--- src/rtl/serial_adder_pkg.sv ---
// Shared types and defaults for the bit-serial adder.
package serial_adder_pkg;

    localparam int unsigned SERIAL_ADDER_DEFAULT_WIDTH = 8;

    typedef enum logic [1:0] {
        IDLE = 2'd0,
        RUN  = 2'd1,
        DONE = 2'd2
    } state_t;

endpackage

--- src/rtl/serial_adder_full_adder.sv ---
// One-bit full adder cell used as the serial adder's bit datapath.
module full_adder (
    input  logic a,
    input  logic b,
    input  logic cin,
    output logic sum,
    output logic cout
);

    logic half_sum;

    always_comb begin
        half_sum = a ^ b;
        sum      = half_sum ^ cin;
        cout     = (a & b) | (cin & half_sum);
    end

endmodule

--- src/rtl/serial_adder.sv ---
// Bit-serial WIDTH-bit adder: one full_adder cell, LSB first, carry held in a flop.
// Optional signed-overflow output enabled by defining SERIAL_ADDER_OVF_EN.
module serial_adder
    import serial_adder_pkg::*;
#(
    parameter int unsigned WIDTH = SERIAL_ADDER_DEFAULT_WIDTH
) (
    input  logic             clk,
    input  logic             rst_n,
    input  logic             start,
    input  logic [WIDTH-1:0] a,
    input  logic [WIDTH-1:0] b,
    input  logic             cin,
    output logic             busy,
    output logic             done,
    output logic [WIDTH-1:0] sum,
    output logic             cout
`ifdef SERIAL_ADDER_OVF_EN
    ,
    output logic             ovf
`endif
);

    localparam int unsigned CNT_W = $clog2(WIDTH);
    localparam logic [CNT_W-1:0] LAST_BIT = CNT_W'(WIDTH - 1);

    state_t           state;
    logic [WIDTH-1:0] a_q;
    logic [WIDTH-1:0] b_q;
    logic             carry_q;
    logic [CNT_W-1:0] cnt;
    logic             fa_sum;
    logic             fa_cout;

    full_adder u_fa (
        .a    (a_q[0]),
        .b    (b_q[0]),
        .cin  (carry_q),
        .sum  (fa_sum),
        .cout (fa_cout)
    );

    always_ff @(posedge clk or negedge rst_n) begin
        if (!rst_n) begin
            state   <= IDLE;
            a_q     <= '0;
            b_q     <= '0;
            carry_q <= 1'b0;
            cnt     <= '0;
            busy    <= 1'b0;
            done    <= 1'b0;
            sum     <= '0;
            cout    <= 1'b0;
`ifdef SERIAL_ADDER_OVF_EN
            ovf     <= 1'b0;
`endif
        end else begin
            case (state)
                IDLE, DONE: begin
                    done <= 1'b0;
                    if (start) begin
                        a_q     <= a;
                        b_q     <= b;
                        carry_q <= cin;
                        cnt     <= '0;
                        sum     <= '0;
                        busy    <= 1'b1;
                        state   <= RUN;
                    end else begin
                        state   <= IDLE;
                    end
                end
                RUN: begin
                    a_q     <= a_q >> 1;
                    b_q     <= b_q >> 1;
                    sum     <= {fa_sum, sum[WIDTH-1:1]};
                    carry_q <= fa_cout;
                    if (cnt == LAST_BIT) begin
                        busy  <= 1'b0;
                        done  <= 1'b1;
                        cout  <= fa_cout;
`ifdef SERIAL_ADDER_OVF_EN
                        // carry_q here is the carry into the MSB; the XOR is registered directly
                        ovf   <= carry_q ^ fa_cout;
`endif
                        state <= DONE;
                    end else begin
                        cnt   <= cnt + CNT_W'(1);
                    end
                end
                default: state <= IDLE;
            endcase
        end
    end

endmodule

--- config.mk ---
export PLATFORM = sky130hd
export DESIGN_NAME = serial_adder
export DESIGN_NICKNAME = d
export VERILOG_FILES = /design/src/rtl/serial_adder_pkg.sv /design/src/rtl/serial_adder_full_adder.sv /design/src/rtl/serial_adder.sv
export SDC_FILE = /design/constraint.sdc
export NUM_CORES = 1
export LEC_CHECK = 0
export CORE_MARGIN = 8
export CORE_UTILIZATION = 40
export CTS_BUF_LIST = sky130_fd_sc_hd__clkbuf_8
export DETAILED_ROUTE_END_ITERATION = 8
export PLACE_DENSITY = 0.67
export SLEW_MARGIN = 20
export SYNTH_ARGS = -nofsm -noshare
export SYNTH_HDL_FRONTEND = slang
export SYNTH_SLANG_ARGS = --single-unit
export TNS_END_PERCENT = 30
--- constraint.sdc ---
create_clock -name clk -period 2 [get_ports clk]
set_clock_uncertainty 0.2 [all_clocks]
set_input_delay 0.5 -clock clk [delete_from_list [all_inputs] [get_ports clk]]
set_output_delay 0.5 -clock clk [all_outputs]
set_load 0.01 [all_outputs]
==> results_dict.tcl, run 1 <==
set metrics [dict create \
    syn_area_um2 1630 \
    die_area_um2 6370 \
    maxCapViolCount 0 \
    status "finished clean" \
    synth.ff_latch_count 33 \
    drive_gt1_frac 0.138 \
    clk_latency_ns 0.28 \
    final_area_um2 2060 \
    setup_viol 0 \
    drc 0 \
    post_drt_wl_per_cell_um 15.0 \
    diodes 0 \
    tightest_slew_ns 0.419 \
    core_um2 3970 \
    worst-path-buf-inv 1 \
    slowest_delay_ns 0.56 \
    utilization 0.520 \
    relSlewSlack 0.721 \
    dpl.hpwl_um 2650 \
    ir_drop_mv 0.605 \
    synth.distinct_cells 29 \
    crit_family "buffers and inverters" \
    grt_max_degree 34 \
    nets 211 \
    setup_tns_ns 0 \
    p_leak_nw 0.929 \
    yosys_warnings 0 \
    synth_nets 178 \
    vias_per_cell 5.07 \
    finalWorstSetupSlack_ns 0.0707 \
    io_pins 31 \
    min_path_type "reg -> reg" \
    dp_slack_ns -0.0327 \
    grt_overflow 0 \
    cts.clk_slew.worst_paths_ns 0.06 \
    path_max_fanout 4 \
    first_global_vias 1267 \
    fmax_ghz 0.518 \
    antenna_found_initial 0 \
    rsz0062_at_grt "false" \
    grt_pass1_wl_um 5960 \
    cts_hold_buf 0 \
    drt_iter0_drc 101 \
    timing.final.max_slew_violations 0 \
    required_ns 1.30 \
    cts_tree "built" \
    syn_avg_cell_area_um2 10.5 \
    ys_seq_area_frac 0.507 \
    placed_cells 231 \
    syn_inst 155 \
    portBuffers 30 \
    final_cells 238 \
    cts_buffer_depth 2 \
    routed_wl_um 3570 \
    p_total_mw 3.01 \
    gp_congestion 0.726 \
    cts.sinks 33 \
    hold_violations 0 \
    crit_slowest_cell "clkdlybuf4s50_1" \
    clockRootBuffer "clkbuf_8" \
    cts_inserted_buffers 5 \
    crit_chain "clkdlybuf4s50_1" \
    crit_arrival_ns 1.23 \
    holdWs_ns 0.283 \
    grt.total_usage 0.119 \
    cp-start-kind "flip-flop" \
    dr.pass1.iters 4 \
    vias 1207 \
    finalCritPeriodShare 0.965 \
    period_needed_ns 1.93 \
    postRouteAntennaNets 0 \
    die_w_um 79.8 \
    num_rows 23 \
    critPathKind "reg -> out" \
    htreeDepth 2 \
    power_density_nw_per_um2 1460 \
    dpl-instance-area_um2 1970 \
    critical_path.endpoint_type "output port" \
    fp.dieH_um 79.8 \
    area_delta_synth_final_pct 26.6 \
    initial_core_util 0.411 \
]
-- synth_stat cells --
cell type,number,share of area
o21a_1,1,0.0046
a21o_1,1,0.0046
nand3_1,2,0.0061
buf_6,3,0.021
o21ai_2,1,0.0054
o211ai_1,1,0.0046
nor2b_1,4,0.015
a21oi_1,5,0.015
fa_1,1,0.012
mux2i_1,15,0.092
buf_4,4,0.018
inv_2,1,0.0023
inv_1,17,0.039
o211a_1,2,0.012
a32o_1,1,0.0061
nand2b_1,2,0.0077
nor2_2,1,0.0038
nand3b_1,1,0.0046
o22ai_1,14,0.054
o21ai_0,5,0.015
ha_1,2,0.015
or2_1,1,0.0038
a211oi_1,3,0.014
a21oi_2,10,0.054
clkbuf_2,1,0.0031
nand2_1,15,0.035
buf_2,3,0.0092
o21ai_1,5,0.015
dfrtp_1,33,0.51
-- cell usage in the layout, fill, tap and decap left out, types with 3 or more instances in the layout --
cell	n
dfrtp_1	33
buf_4	6
a21oi_2	10
clkdlybuf4s50_1	29
o21ai_0	5
nand2_1	15
mux2i_1	15
clkbuf_8	6
nor2b_1	4
o21ai_1	5
o22ai_1	14
a21oi_1	5
a211oi_1	3
inv_1	18
-- power breakdown --
part	internal (mW)	switching [mW]	total (mW)
sequential	0.974	0.227	1.20
combinational	0.659	0.670	1.33
clock	0.267	0.215	0.482
total	1.90	1.11	3.01
-- state kept, by name, indices dropped and copies added, names as in the netlist --
signal,count
a_q,8
b_q,8
busy,1
carry_q,1
cnt,3
cout,1
done,1
state,2
sum,8
-- what timing repair did --
action | CTS | global route
resized for setup | 0 | 1
setup endpoints to repair | 0 | 1
endpoints found under the hold margin | 0 | 0
setup buffers | 0 | 0
-- area by class of cell --
| type | count | area, µm² |
|---|---|---|
| Fill cell | 367 | 1910 |
| Timing Repair Buffer | 37 | 368 |
| Tap cell | 50 | 62.6 |
| Sequential cell | 33 | 826 |
| Inverter | 18 | 67.6 |
| Clock buffer | 6 | 82.6 |
| Clock inverter | 1 | 3.75 |
| Multi-Input combinational cell | 93 | 653 |
-- worst paths after layout --
kind / start / to / slack [ns] / depth (start not counted)
worst min-delay path: cout / cout / 0.28 / 2
worst max-delay path: sum[5] / sum[5] / 0.07 / 1
min in group asynchronous: rst_n / sum[0] / 0.44 / 2
worst max register to register: cnt[0] / cnt[1] / 0.27 / 5
max in group asynchronous: rst_n / a_q[0] / 0.87 / 2
worst min register to register: cout / cout / 0.28 / 2
-- routing by layer --
layer / global-route usage / vias to the layer above / wire, µm
li1: - / 596 / -
met3: 0.0462 / 5 / 206
met5: 0 / - / 0
met1: 0.143 / 577 / 1610
met4: 0.0327 / 0 / 36
met2: 0.192 / 29 / 1710
-- logic make-up after synthesis --
kind of cell,Yosys count,share of synthesized area
AO/OA/AOI/OAI,49,0.205
AND/OR/NAND/NOR,26,0.0760
multiplexers,15,0.0921
adder cells (fa/ha/maj),3,0.0276
buffers and inverters,29,0.0929
flip-flops,33,0.507
Note: power is estimated with default switching activity, not from simulation.
==> run 2, diff against run 1 <==
Settings changed: CTS_CLUSTER_SIZE set to 40.
==> results of run 2 <==
The final DEF is identical to that of run 1; final timing and power are the same.
==> run 3, diff against run 2 <==
Settings changed: SLEW_MARGIN 20 to 30.
==> results of run 3 <==
The final DEF is identical to that of run 1; final timing and power are the same.
